==> src/rtl/ptw_rr_arb_if.sv <==
// Handshake and payload bundle between the TLB requesters, the PTW and the
// round-robin walker arbiter. The arbiter binds to the slave modport; the
// environment (requesters plus PTW) drives through the master modport.
interface ptw_rr_arb_if #(
    parameter int NUM_REQ = 4,
    parameter int REQ_W   = 64,
    parameter int RESP_W  = 64
);
    localparam int ID_W = $clog2(NUM_REQ);

    logic [NUM_REQ-1:0]       req_valid;
    logic [NUM_REQ-1:0]       req_ready;
    logic [NUM_REQ*REQ_W-1:0] req_data;

    logic                     ptw_req_valid;
    logic                     ptw_req_ready;
    logic [REQ_W-1:0]         ptw_req_data;
    logic [ID_W-1:0]          ptw_req_id;

    logic                     ptw_resp_valid;
    logic [RESP_W-1:0]        ptw_resp_data;

    logic [NUM_REQ-1:0]       resp_valid;
    logic [RESP_W-1:0]        resp_data;

    modport slave (
        input  req_valid, req_data, ptw_req_ready, ptw_resp_valid, ptw_resp_data,
        output req_ready, ptw_req_valid, ptw_req_data, ptw_req_id, resp_valid, resp_data
    );

    modport master (
        output req_valid, req_data, ptw_req_ready, ptw_resp_valid, ptw_resp_data,
        input  req_ready, ptw_req_valid, ptw_req_data, ptw_req_id, resp_valid, resp_data
    );
endinterface

==> src/rtl/ptw_rr_arb.sv <==
// Round-robin page-table-walker arbiter: one buffered request per TLB
// requester, a single walk in flight, responses routed to the originator.
//
// state     | meaning
// ----------+--------------------------------------------------------------
// IDLE      | no walk in flight; pick next occupied slot from rr_ptr
// ISSUE     | presenting granted slot to the PTW until it accepts
// WAIT_RESP | walk in flight; response goes to the granted requester
// DRAIN     | walk flushed while in flight; swallow its response
module ptw_rr_arb #(
    parameter int NUM_REQ = 4,
    parameter int REQ_W   = 64,
    parameter int RESP_W  = 64
) (
    input  logic               clk_i,
    input  logic               rstn_i,
    input  logic               flush_i,
    ptw_rr_arb_if.slave        bus,
    output logic               busy_o
);
    localparam int ID_W = $clog2(NUM_REQ);
    localparam logic [ID_W-1:0] LAST_IDX = ID_W'(NUM_REQ - 1);

    typedef enum logic [1:0] {
        IDLE      = 2'd0,
        ISSUE     = 2'd1,
        WAIT_RESP = 2'd2,
        DRAIN     = 2'd3
    } state_e;

    state_e             state_q, state_d;
    logic [NUM_REQ-1:0] slot_vld_q;
    logic [REQ_W-1:0]   slot_data_q [NUM_REQ];
    logic [ID_W-1:0]    rr_ptr_q, rr_ptr_d;
    logic [ID_W-1:0]    grant_q, grant_d;

    logic               found;
    logic [ID_W-1:0]    pick;
    logic [ID_W-1:0]    cand;
    logic [ID_W-1:0]    rr_next;
    logic [NUM_REQ-1:0] accept;
    logic [NUM_REQ-1:0] grant_oh;
    logic [NUM_REQ-1:0] clr_vec;
    logic               deliver;

    assign grant_oh = NUM_REQ'(1) << grant_q;
    // A response coincident with flush belongs to an aborted walk and is dropped.
    assign deliver  = (state_q == WAIT_RESP) & bus.ptw_resp_valid & ~flush_i;
    assign clr_vec  = deliver ? grant_oh : '0;
    assign accept   = bus.req_valid & bus.req_ready;
    assign rr_next  = (pick == LAST_IDX) ? '0 : pick + 1'b1;

    assign bus.req_ready     = ~slot_vld_q & {NUM_REQ{~flush_i}};
    assign bus.ptw_req_valid = (state_q == ISSUE) & ~flush_i;
    assign bus.ptw_req_data  = slot_data_q[grant_q];
    assign bus.ptw_req_id    = grant_q;
    assign bus.resp_valid    = clr_vec;
    assign bus.resp_data     = bus.ptw_resp_data;
    assign busy_o            = (state_q != IDLE) | (|slot_vld_q);

    // First occupied slot at or after rr_ptr, wrapping modulo NUM_REQ.
    always_comb begin
        found = 1'b0;
        pick  = '0;
        cand  = '0;
        for (int off = 0; off < NUM_REQ; off++) begin
            cand = ID_W'((int'(rr_ptr_q) + off) % NUM_REQ);
            if (!found && slot_vld_q[cand]) begin
                found = 1'b1;
                pick  = cand;
            end
        end
    end

    // Next-state logic; flush overrides every transition.
    always_comb begin
        state_d  = state_q;
        grant_d  = grant_q;
        rr_ptr_d = rr_ptr_q;
        case (state_q)
            IDLE: begin
                if (!flush_i && found) begin
                    state_d  = ISSUE;
                    grant_d  = pick;
                    rr_ptr_d = rr_next;
                end
            end
            ISSUE: begin
                if (flush_i)                state_d = IDLE;
                else if (bus.ptw_req_ready) state_d = WAIT_RESP;
            end
            WAIT_RESP: begin
                if (flush_i)                 state_d = bus.ptw_resp_valid ? IDLE : DRAIN;
                else if (bus.ptw_resp_valid) state_d = IDLE;
            end
            DRAIN: begin
                if (bus.ptw_resp_valid) state_d = IDLE;
            end
            default: state_d = IDLE;
        endcase
    end

    // FSM, grant index and round-robin pointer registers.
    always_ff @(posedge clk_i or negedge rstn_i) begin
        if (!rstn_i) begin
            state_q  <= IDLE;
            grant_q  <= '0;
            rr_ptr_q <= '0;
        end else begin
            state_q  <= state_d;
            grant_q  <= grant_d;
            rr_ptr_q <= rr_ptr_d;
        end
    end

    // Per-requester slots: load on handshake, free on delivery, wipe on flush.
    always_ff @(posedge clk_i or negedge rstn_i) begin
        if (!rstn_i) begin
            slot_vld_q <= '0;
            for (int i = 0; i < NUM_REQ; i++) slot_data_q[i] <= '0;
        end else begin
            if (flush_i) slot_vld_q <= '0;
            else         slot_vld_q <= (slot_vld_q | accept) & ~clr_vec;
            for (int i = 0; i < NUM_REQ; i++) begin
                if (accept[i]) slot_data_q[i] <= bus.req_data[i*REQ_W +: REQ_W];
            end
        end
    end
endmodule

==> src/flat_wrapper.sv <==
// flat-port wrapper written by rule: the top's interface ports become plain ports
module ptw_rr_arb_flat 
#(
    parameter int NUM_REQ = 4,
    parameter int REQ_W   = 64,
    parameter int RESP_W  = 64
)
  (clk_i, rstn_i, flush_i, busy_o, bus_req_valid, bus_req_data, bus_ptw_req_ready, bus_ptw_resp_valid, bus_ptw_resp_data, bus_req_ready, bus_ptw_req_valid, bus_ptw_req_data, bus_ptw_req_id, bus_resp_valid, bus_resp_data);
  ptw_rr_arb_if #(.NUM_REQ(NUM_REQ), .REQ_W(REQ_W), .RESP_W(RESP_W)) bus_i ();
  input  logic clk_i;
  input  logic rstn_i;
  input  logic flush_i;
  output logic busy_o;
  input wire logic [$bits(bus_i.req_valid)-1:0] bus_req_valid;
  input wire logic [$bits(bus_i.req_data)-1:0] bus_req_data;
  input wire logic [$bits(bus_i.ptw_req_ready)-1:0] bus_ptw_req_ready;
  input wire logic [$bits(bus_i.ptw_resp_valid)-1:0] bus_ptw_resp_valid;
  input wire logic [$bits(bus_i.ptw_resp_data)-1:0] bus_ptw_resp_data;
  output wire logic [$bits(bus_i.req_ready)-1:0] bus_req_ready;
  output wire logic [$bits(bus_i.ptw_req_valid)-1:0] bus_ptw_req_valid;
  output wire logic [$bits(bus_i.ptw_req_data)-1:0] bus_ptw_req_data;
  output wire logic [$bits(bus_i.ptw_req_id)-1:0] bus_ptw_req_id;
  output wire logic [$bits(bus_i.resp_valid)-1:0] bus_resp_valid;
  output wire logic [$bits(bus_i.resp_data)-1:0] bus_resp_data;
  assign bus_i.req_valid = bus_req_valid;
  assign bus_i.req_data = bus_req_data;
  assign bus_i.ptw_req_ready = bus_ptw_req_ready;
  assign bus_i.ptw_resp_valid = bus_ptw_resp_valid;
  assign bus_i.ptw_resp_data = bus_ptw_resp_data;
  assign bus_req_ready = bus_i.req_ready;
  assign bus_ptw_req_valid = bus_i.ptw_req_valid;
  assign bus_ptw_req_data = bus_i.ptw_req_data;
  assign bus_ptw_req_id = bus_i.ptw_req_id;
  assign bus_resp_valid = bus_i.resp_valid;
  assign bus_resp_data = bus_i.resp_data;
  ptw_rr_arb #(.NUM_REQ(NUM_REQ), .REQ_W(REQ_W), .RESP_W(RESP_W)) u_core (.clk_i(clk_i), .rstn_i(rstn_i), .flush_i(flush_i), .bus(bus_i), .busy_o(busy_o));
endmodule
==> config.mk <==
export PLATFORM = sky130hd
export DESIGN_NAME = ptw_rr_arb_flat
export DESIGN_NICKNAME = d
export VERILOG_FILES = /design/src/rtl/ptw_rr_arb_if.sv /design/src/rtl/ptw_rr_arb.sv /design/src/flat_wrapper.sv
export SDC_FILE = /design/constraint.sdc
export NUM_CORES = 1
export LEC_CHECK = 0
export BUFFER_PORTS_ARGS = -buffer_cell sky130_fd_sc_hd__buf_2
export CORE_AREA = 2 2 185 187
export DETAILED_ROUTE_END_ITERATION = 16
export DIE_AREA = 0 0 187 189
export GPL_TIMING_DRIVEN = 0
export HOLD_SLACK_MARGIN = 0.12
export SYNTH_ARGS = -nofsm -noshare
export SYNTH_HDL_FRONTEND = slang
export SYNTH_SLANG_ARGS = --single-unit
==> constraint.sdc <==
create_clock -name clk_i -period 3.6 [get_ports clk_i]
set_input_delay 0.36 -clock clk_i [delete_from_list [all_inputs] [get_ports clk_i]]
set_output_delay 0.36 -clock clk_i [all_outputs]
set_load 0.1 [all_outputs]
# Word-level counts from Yosys, hierarchy flattened
# Cells that the tools add are included.
# W data, S select, Z words.
# op_classes
mux	29
n_bitwise	12
n_shift	1
reduce_logical	13
n_eq_ne	6
addsub	4
magnitude_cmp	5
# op_table
op	count
$bmux W64 S2	1
$mux W64	2
$mux W2	11
$and A4 B4 Y4	3
$lt A2 B3 Y1 const B	4
$bmux W1 S2	4
$mux W1	8
$mux W4	2
$not A4 Y4	2
$pmux W2 S4	1
$eq A2 B2 Y1 const B	3
$add A2 B1 Y2 const B	2
$add A2 B2 Y2 const B	2
$logic_and A1 B1 Y1	4
$logic_not A1 Y1	4
$or A4 B4 Y4	1
$reduce_and A2 Y1	2
$reduce_or A4 Y1	1
$shl A1 B2 Y4 const A	1
$and A1 B1 Y1	3
$ge A3 B3 Y1 const B	1
$ne A3 B3 Y1 const B	1
$not A2 Y3	1
$eq A2 B1 Y1 const B	1
other kinds (5)	5
# totals
regBits	266
inputBits	329
out_inout_bits	140
wordCells	78

# Logic depth before layout (Yosys ltp)
# Gate-level depths: netlist of the first run.
# depth
word_depth	15
ltp_mapped	6
ltp_nobuf	5

# Least setup slack after synthesis of the first run
# OpenSTA, ideal clock, no wires.
# synth_path
path_type	register -> output
start	register u_core.grant_q[0] (netlist: u_core.bus.ptw_req_id[0])
end	output port bus_resp_valid[1]
path_buffers	2
required_time_ns	3.240
stages_incl_launch_ff	4
t_arrival_ns	3.701
setup_slack_ns	-0.461
path_cell_list	dfrtp_1 -> buf_2 -> buf_2 -> nor3b_1
# synth_between
elab_chain_cells	2
# synth_lines
item	line	rtl
from (decl)	ptw_rr_arb.sv:35	logic [ID_W-1:0] grant_q, grant_d;
from (signal assigned)	ptw_rr_arb.sv:111	grant_q <= grant_d;
$shl A1 B2 Y4	ptw_rr_arb.sv:46	assign grant_oh = NUM_REQ'(1) << grant_q;
$mux W4	ptw_rr_arb.sv:49	assign clr_vec = deliver ? grant_oh : '0;
to (decl)	flat_wrapper.sv:23	output wire logic [$bits(bus_i.resp_valid)-1:0] bus_resp_valid;
# Every way passes these cells.

# Final worst setup path of the first run
# layout_path
start	register u_core.grant_q[1] (netlist: u_core.bus.ptw_req_id[1])
end	output port bus_ptw_req_data[43]
# layout_between
elab_chain_cells	4
# layout_lines
item	line	rtl
$not A2 Y3 (not written as such)	ptw_rr_arb.sv:55	assign bus.ptw_req_data = slot_data_q[grant_q];
$bmux W64 S2	ptw_rr_arb.sv:55	
$mux W64 (not written as such) (2 in series)	ptw_rr_arb.sv:55	
to (decl)	flat_wrapper.sv:21	output wire logic [$bits(bus_i.ptw_req_data)-1:0] bus_ptw_req_data;
# Every way passes these cells. The select of a mux whose other input is x is not followed.

==> results.json, run 1 <==
{
  "yosysTopAreaCellShare": 0.546,
  "setup_violations": 0,
  "synth_edf_count": 0,
  "rows": 67,
  "synth_ff_type": "dfrtp_1",
  "synth_common_cells": "266 x dfrtp_1, 256 x mux2_2, 72 x buf_4, 64 x mux4_2, 24 x buf_6",
  "syn_area_um2": 12200,
  "crit_top_cell": "buf_2",
  "cts_buffers": 31,
  "cp.arrival_ps": 2780,
  "io_buffers": 403,
  "htreeDepth": 1,
  "vias_per_cell": 4.73,
  "slew_headroom": 0.440,
  "status": "finished, final reports clean",
  "antenna_found_initial": 3,
  "drive_above_1_share": 0.599,
  "ys_ff_latch": 266,
  "grt_max_degree": 116,
  "drt_iter0_drc": 269,
  "ys_warn_count": 0,
  "fin_crit_sh": 0.871,
  "cts_resized": 0,
  "clk_pin_slew_worst_paths_ps": 60,
  "routedWlPerCell_um": 19.4,
  "clkSinkCount": 266,
  "grt_remaining_overflow": 0,
  "ir_drop_v": 0.000780,
  "final_hold_viol_count": 0,
  "yosysUniqueCellTypes": 29,
  "hp-class": "in -> async",
  "path_max_fanout": 10,
  "synth_most_common_cell": "dfrtp_1",
  "tritoncts": "yes",
  "root_buffer": "clkbuf_16",
  "grt_use_total": 0.208,
  "num-nets-final": 1786,
  "route.vias.total": 9117,
  "multiInputGateArea_um2": 4670,
  "grt_pass1_vias": 9992,
  "fill_cells": 2678,
  "cpPeakStageDelay_ps": 440,
  "areaGrowthSynthToFinish_pct": 51.6,
  "synth_largest_area_cell": "dfrtp_1",
  "design_area_um2": 18500,
  "synthesis.nets": 1083,
  "path_class": "reg -> out",
  "timing.fmax_ghz": 0.319,
  "powerDensity_nw_per_um2": 779,
  "synthTopCellsByArea": "dfrtp_1 55%, mux2_2 24%, mux4_2 12%",
  "critPathSlowestCell": "buf_2",
  "rsz0062_at_grt": "no",
  "syn_area_per_cell_um2": 16.2,
  "clk_path_buf_depth": 3,
  "drc": 0,
  "hold-worst-slack_ps": 310,
  "worst_pin_slew_ps": 840,
  "dieWidth_um": 187,
  "worst_setup_path_start_kind": "register",
  "final-seq-area_um2": 6660,
  "grt_pass1_wl_mm": 57.2,
  "syn_inst": 754,
  "cts_setup_buffers": 0,
  "final_antenna_net_count": 0,
  "async_reset_ff_frac": 1.00,
  "finalWirelength_mm": 37.4,
  "yosysSeqAreaShare": 0.546,
  "period_needed_ps": 3140,
  "rr_worst_depth": 5,
  "start_util": 0.366,
  "dpl.hpwl_mm": 24.9,
  "fp.dieArea_um2": 35300,
  "routabilityCongestion": 0.746,
  "required_ps": 3240,
  "clkLatencyLatePin_ps": 550,
  "cp_cell_sequence": "clkbuf_1, buf_2, buf_2, mux4_2, buf_2",
  "core_um2": 33300,
  "drt_pre_antenna_iters": 5,
  "maxCapViolations": 0,
  "slew_violations": 0,
  "ioPinCount": 469,
  "dieHeight_um": 189,
  "p_leak_nw": 8.39,
  "crit_path_end_kind": "output pin",
  "fin_skew_ps": 8.76,
  "dpl-instance-area_um2": 14800
}
-- state kept, by name, indices dropped and copies added (netlist names), named ones only --
name / cells
u_core.rr_ptr_q: 1
u_core.slot_data_q: 256
u_core.state_q: 2
u_core.bus.ptw_req_id: 2
u_core.slot_vld_q: 4
-- repair_timing --
item                                    CTS  global route
hold endpoints to repair                307             0
endpoints found under the setup margin    0             0
hold buffers                            265             0
-- kinds of logic (layout without fill, tap and decap cells) --
group           Yosys count  count (layout)  synth area share
simple gates             42              42            0.0177
flops                   266             266             0.546
other cells               0               3                 0
mux                     323             323             0.358
xor+xnor                  1               1          0.000719
compound gates           10              10           0.00513
buf+inv                 112             836            0.0723
-- placed cells by master, fill, tap and decap left out, types with 2 or more instances in the layout --
master	synthesis	final
mux2_4	2	2
nand2_1	3	3
and2_1	4	4
buf_16	0	2
nand2b_1	4	4
a211oi_1	2	2
buf_2	8	410
nor2_1	16	16
mux2_2	256	256
nand3_1	2	2
clkbuf_1	6	12
a21oi_1	4	4
nor3_1	5	4
dfrtp_1	266	266
diode_2	0	3
clkbuf_8	0	7
nor3b_2	0	2
clkinv_2	0	7
dlygate4sd3_1	0	265
buf_4	72	72
inv_1	2	2
mux4_2	64	64
buf_6	24	24
clkbuf_16	0	31
-- metal layers --
layer	up-vias	wire, um	GRT usage
met4	0	673	0.0427
met2	334	19000	0.372
met5	-	0	0
met1	4605	15200	0.254
met3	51	2530	0.0534
li1	4127	-	-
-- cell type report --
type	count	share of cell area
Antenna cell	3	0.000406
Buffer	110	0.0473
Clock buffer	44	0.0484
Clock inverter	10	0.00440
Inverter	2	0.000406
Multi-Input combinational cell	376	0.252
Sequential cell	266	0.360
Tap cell	448	0.0303
Timing Repair Buffer	670	0.256
-- final timing paths --
| check | startpoint | to | slack (ps) |
|---|---|---|---|
| setup / recovery | u_core.bus.ptw_req_id[1]$_DFFE_PN0P_ | bus_ptw_req_data[43] | 460 |
| hold reg to reg | u_core.slot_data_q[151]$_DFFE_PN0P_ | u_core.slot_data_q[151]$_DFFE_PN0P_ | 500 |
| max in group asynchronous | rstn_i | u_core.slot_data_q[96]$_DFFE_PN0P_ | 2330 |
| setup reg to reg | u_core.bus.ptw_req_id[1]$_DFFE_PN0P_ | u_core.slot_vld_q[0]$_DFF_PN0_ | 1550 |
| min in group clk_i | bus_req_valid[0] | u_core.slot_data_q[193]$_DFFE_PN0P_ | 500 |
| hold / removal | rstn_i | u_core.slot_data_q[237]$_DFFE_PN0P_ | 310 |
-- power breakdown --
part	total, mW	leakage [nW]	switching (mW)	internal, mW
combinational	7.50	4.77	5.46	2.04
clock	3.01	0.485	1.23	1.78
sequential	3.89	3.14	0.309	3.58
-- per-stage QoR --
| stage | util | worst slack [ps] | cells | power, mW | setup TNS [ps] |
|---|---|---|---|---|---|
| detailed placement | 0.446 | 905 | 1607 | 11.2 | 0 |
| global route | 0.555 | 274 | 1926 | 15.0 | 0 |
| floorplan | - | 539 | 754 | 9.94 | 0 |
| global placement | 0.444 | -2980 | 1605 | 11.2 | -784630 |
| finish | 0.555 | 465 | 1929 | 14.4 | 0 |
| CTS | 0.555 | 301 | 1926 | 14.5 | 0 |
-- critical path: cells and delay by family, from the launching register on --
| kind | cells | cell delay [ps] |
|---|---|---|
| buffers and inverters | 4 | 1620 |
| muxes | 1 | 270 |
| DFF | 1 | 340 |
Note: power is estimated with default switching activity, not from simulation.
==> run 2: changes to the inputs <==
--- a/config.mk
+++ b/config.mk
@@ -6,11 +6,13 @@
 export NUM_CORES = 1
 export LEC_CHECK = 0
 export BUFFER_PORTS_ARGS = -buffer_cell sky130_fd_sc_hd__buf_2
-export CORE_AREA = 2 2 185 187
+export CORE_AREA = 2 2 183 185
 export DETAILED_ROUTE_END_ITERATION = 16
-export DIE_AREA = 0 0 187 189
+export DIE_AREA = 0 0 185 187
 export GPL_TIMING_DRIVEN = 0
 export HOLD_SLACK_MARGIN = 0.12
+export PLACE_DENSITY = 0.66
+export SLEW_MARGIN = 20
 export SYNTH_ARGS = -nofsm -noshare
 export SYNTH_HDL_FRONTEND = slang
 export SYNTH_SLANG_ARGS = --single-unit
==> constraint.sdc (replaced) <==
create_clock -name clk_i -period 2.7 [get_ports clk_i]
set_input_delay 0.27 -clock clk_i [delete_from_list [all_inputs] [get_ports clk_i]]
set_output_delay 0.27 -clock clk_i [all_outputs]
set_load 0.1 [all_outputs]
==> run 2 against run 1 <==
  * Routed wire length shrank 0.11%
  * Non-clock buffer count is 1 higher
  * Hold slack better by 18 ps
  * Sequential share of layout area shrank 0.16 points
  * Clock skew grew 2.2 ps
  * Largest cell class unchanged
  * Highest routed layer unchanged
==> results.json, run 2 (synthesis gave the netlist of run 1 again) <==
{
  "final_hold_viol_count": 0,
  "routedWlPerCell_um": 19.4,
  "path_class": "reg -> out",
  "areaGrowthSynthToFinish_pct": 52.4,
  "required_ps": 2430,
  "cp.arrival_ps": 2370,
  "grt_max_degree": 96,
  "htreeDepth": 1,
  "cpPeakStageDelay_ps": 520,
  "powerDensity_nw_per_um2": 1040,
  "maxCapViolations": 0,
  "root_buffer": "clkbuf_16",
  "fin_crit_sh": 0.976,
  "dieWidth_um": 185,
  "tritoncts": "yes",
  "drt_pre_antenna_iters": 4,
  "path_max_fanout": 10,
  "timing.fmax_ghz": 0.379,
  "drt-met1-wl_mm": 14.7,
  "dieHeight_um": 187,
  "slew_headroom": 0.646,
  "dr_wl_met3_mm": 2.56,
  "crit_family": "buffers and inverters",
  "clk_pin_slew_worst_paths_ps": 60,
  "path_buf_inv": 4,
  "cts_buffers": 30,
  "ir_drop_v": 0.00109,
  "grt_pass1_wl_mm": 56.9,
  "num-nets-final": 1786,
  "vias_per_cell": 4.77,
  "worst_pin_slew_ps": 534,
  "dpl-instance-area_um2": 14900,
  "r2r_setup_slack_ps": 750,
  "final-seq-area_um2": 6660,
  "status": "finished, final reports clean",
  "clk_path_buf_depth": 3,
  "cp-startpoint": "u_core.bus.ptw_req_id[0]$_DFFE_PN0P_",
  "finalWirelength_mm": 37.3,
  "grt_remaining_overflow": 0,
  "rr_worst_depth": 5,
  "cp_cell_sequence": "buf_2, buf_6, buf_8, mux4_2, clkbuf_4",
  "fp.dieArea_um2": 34600,
  "core_um2": 32900,
  "fill_cells": 2649,
  "drc": 0,
  "mostFrequentLayoutCells": "390 x buf_2, 266 x dlygate4sd3_1, 265 x dfrtp_1",
  "fin_skew_ps": 10.9,
  "drive_above_1_share": 0.602,
  "clkLatencyLatePin_ps": 550,
  "worst-path-stages": 5,
  "period_needed_ps": 2640,
  "setup_violations": 0,
  "rows": 67,
  "hp-class": "in -> async",
  "multiInputGateArea_um2": 4690,
  "grt_pass1_vias": 10300,
  "regMostFlops": "u_core.slot_data_q",
  "reg2reg_from": "u_core.state_q[0]$_DFFE_PN0P_",
  "clkSinkCount": 266,
  "grt_use_total": 0.214,
  "worst_setup_path_start_kind": "register",
  "ioPinCount": 469,
  "crit_end": "bus_ptw_req_data[41]",
  "io_buffers": 403,
  "final_core_util": 0.565,
  "hold-worst-slack_ps": 328,
  "mostFrequentLayoutCell": "buf_2",
  "start_util": 0.371,
  "routed.top_layer": "met4",
  "routabilityCongestion": 0.782,
  "largestRegisters": "u_core.slot_data_q: 256 flops, u_core.slot_vld_q: 4 flops",
  "final_antenna_net_count": 0,
  "slew_violations": 0,
  "route.vias.total": 9199,
  "design_area_um2": 18600,
  "p_leak_nw": 8.43,
  "drt_iter0_drc": 258,
  "dpl.hpwl_mm": 24.1,
  "antenna_found_initial": 3,
  "routed-wl-met2_mm": 19.1,
  "rsz0062_at_grt": "yes",
  "r2r_end": "u_core.slot_vld_q[2]$_DFF_PN0_",
  "crit_path_end_kind": "output pin",
  "largest_register_ffs": 256,
  "critPathSlowestCell": "mux4_2"
}
==> run 2: cell types whose count changed in the layout (fill, tap and decap cells not counted), sizes merged <==
cell	change
dlygate4sd3	+1
clkinvlp	-1
clkbuf	+6
buf	-7
clkinv	-1
==> run 2: repair_timing <==
item                       4_1_cts  5_1_grt
hold endpoints to repair       353        0
hold buffers                   266        0
buffers inserted                 0        0
setup endpoints to repair       66       50
gates cloned                     0        0
pin swaps                        0        0
resized for setup               17       14
==> run 2: worst register-to-register path: stages, from the launching register on <==
cell and delay, ps:
dfrtp_1 390, nor2_1 210, nand3_1 340, nor3b_4 280
nor3_1 60, dlygate4sd3_1 550
==> run 2: metal layers <==
metal	vias up	global-route usage
met1	4667	0.257
met3	75	0.0493
li1	4107	-
met5	-	0
met2	350	0.378
met4	0	0.0678
==> run 2: worst min path at each step <==
stage	startpoint	endpoint	cells past startpoint
global placement	u_core.slot_data_q[132]$_DFFE_PN0P_	u_core.slot_data_q[132]$_DFFE_PN0P_	1
floorplan	rstn_i	asynchronous set/reset pin	0
global route	rstn_i	u_core.slot_data_q[182]$_DFFE_PN0P_	3
detailed placement	rstn_i	u_core.slot_data_q[54]$_DFFE_PN0P_	1
CTS	rstn_i	u_core.slot_data_q[182]$_DFFE_PN0P_	3
finish	rstn_i	u_core.slot_data_q[182]$_DFFE_PN0P_	3
==> run 2: final cells by class <==
class,count,area share
diodes,3,0.000404
plain buffers,109,0.0484
clock buffers,43,0.0469
clock inverters,8,0.00371
inverters,2,0.000404
multi-input cells,376,0.252
flip-flops and latches,266,0.359
well taps,448,0.0302
repair buffers,672,0.259
==> run 2: metrics by stage <==
step	total power, mW	TNS (ps)	instances	setup slack, ps
4_1_cts	19.4	-1780	1924	-111
5_1_grt	20.0	-387	1927	-63.0
3_5_place_dp	15.0	0	1608	51.3
2_1_floorplan	13.3	-8060	754	-44.8
6_report	19.3	0	1927	63.9
3_3_place_gp	14.9	-993400	1605	-3770
==> run 2: power by group <==
part	internal (mW)	total, mW	switching, mW
sequential	4.77	5.23	0.457
clock	2.31	3.93	1.62
combinational	2.86	10.1	7.29
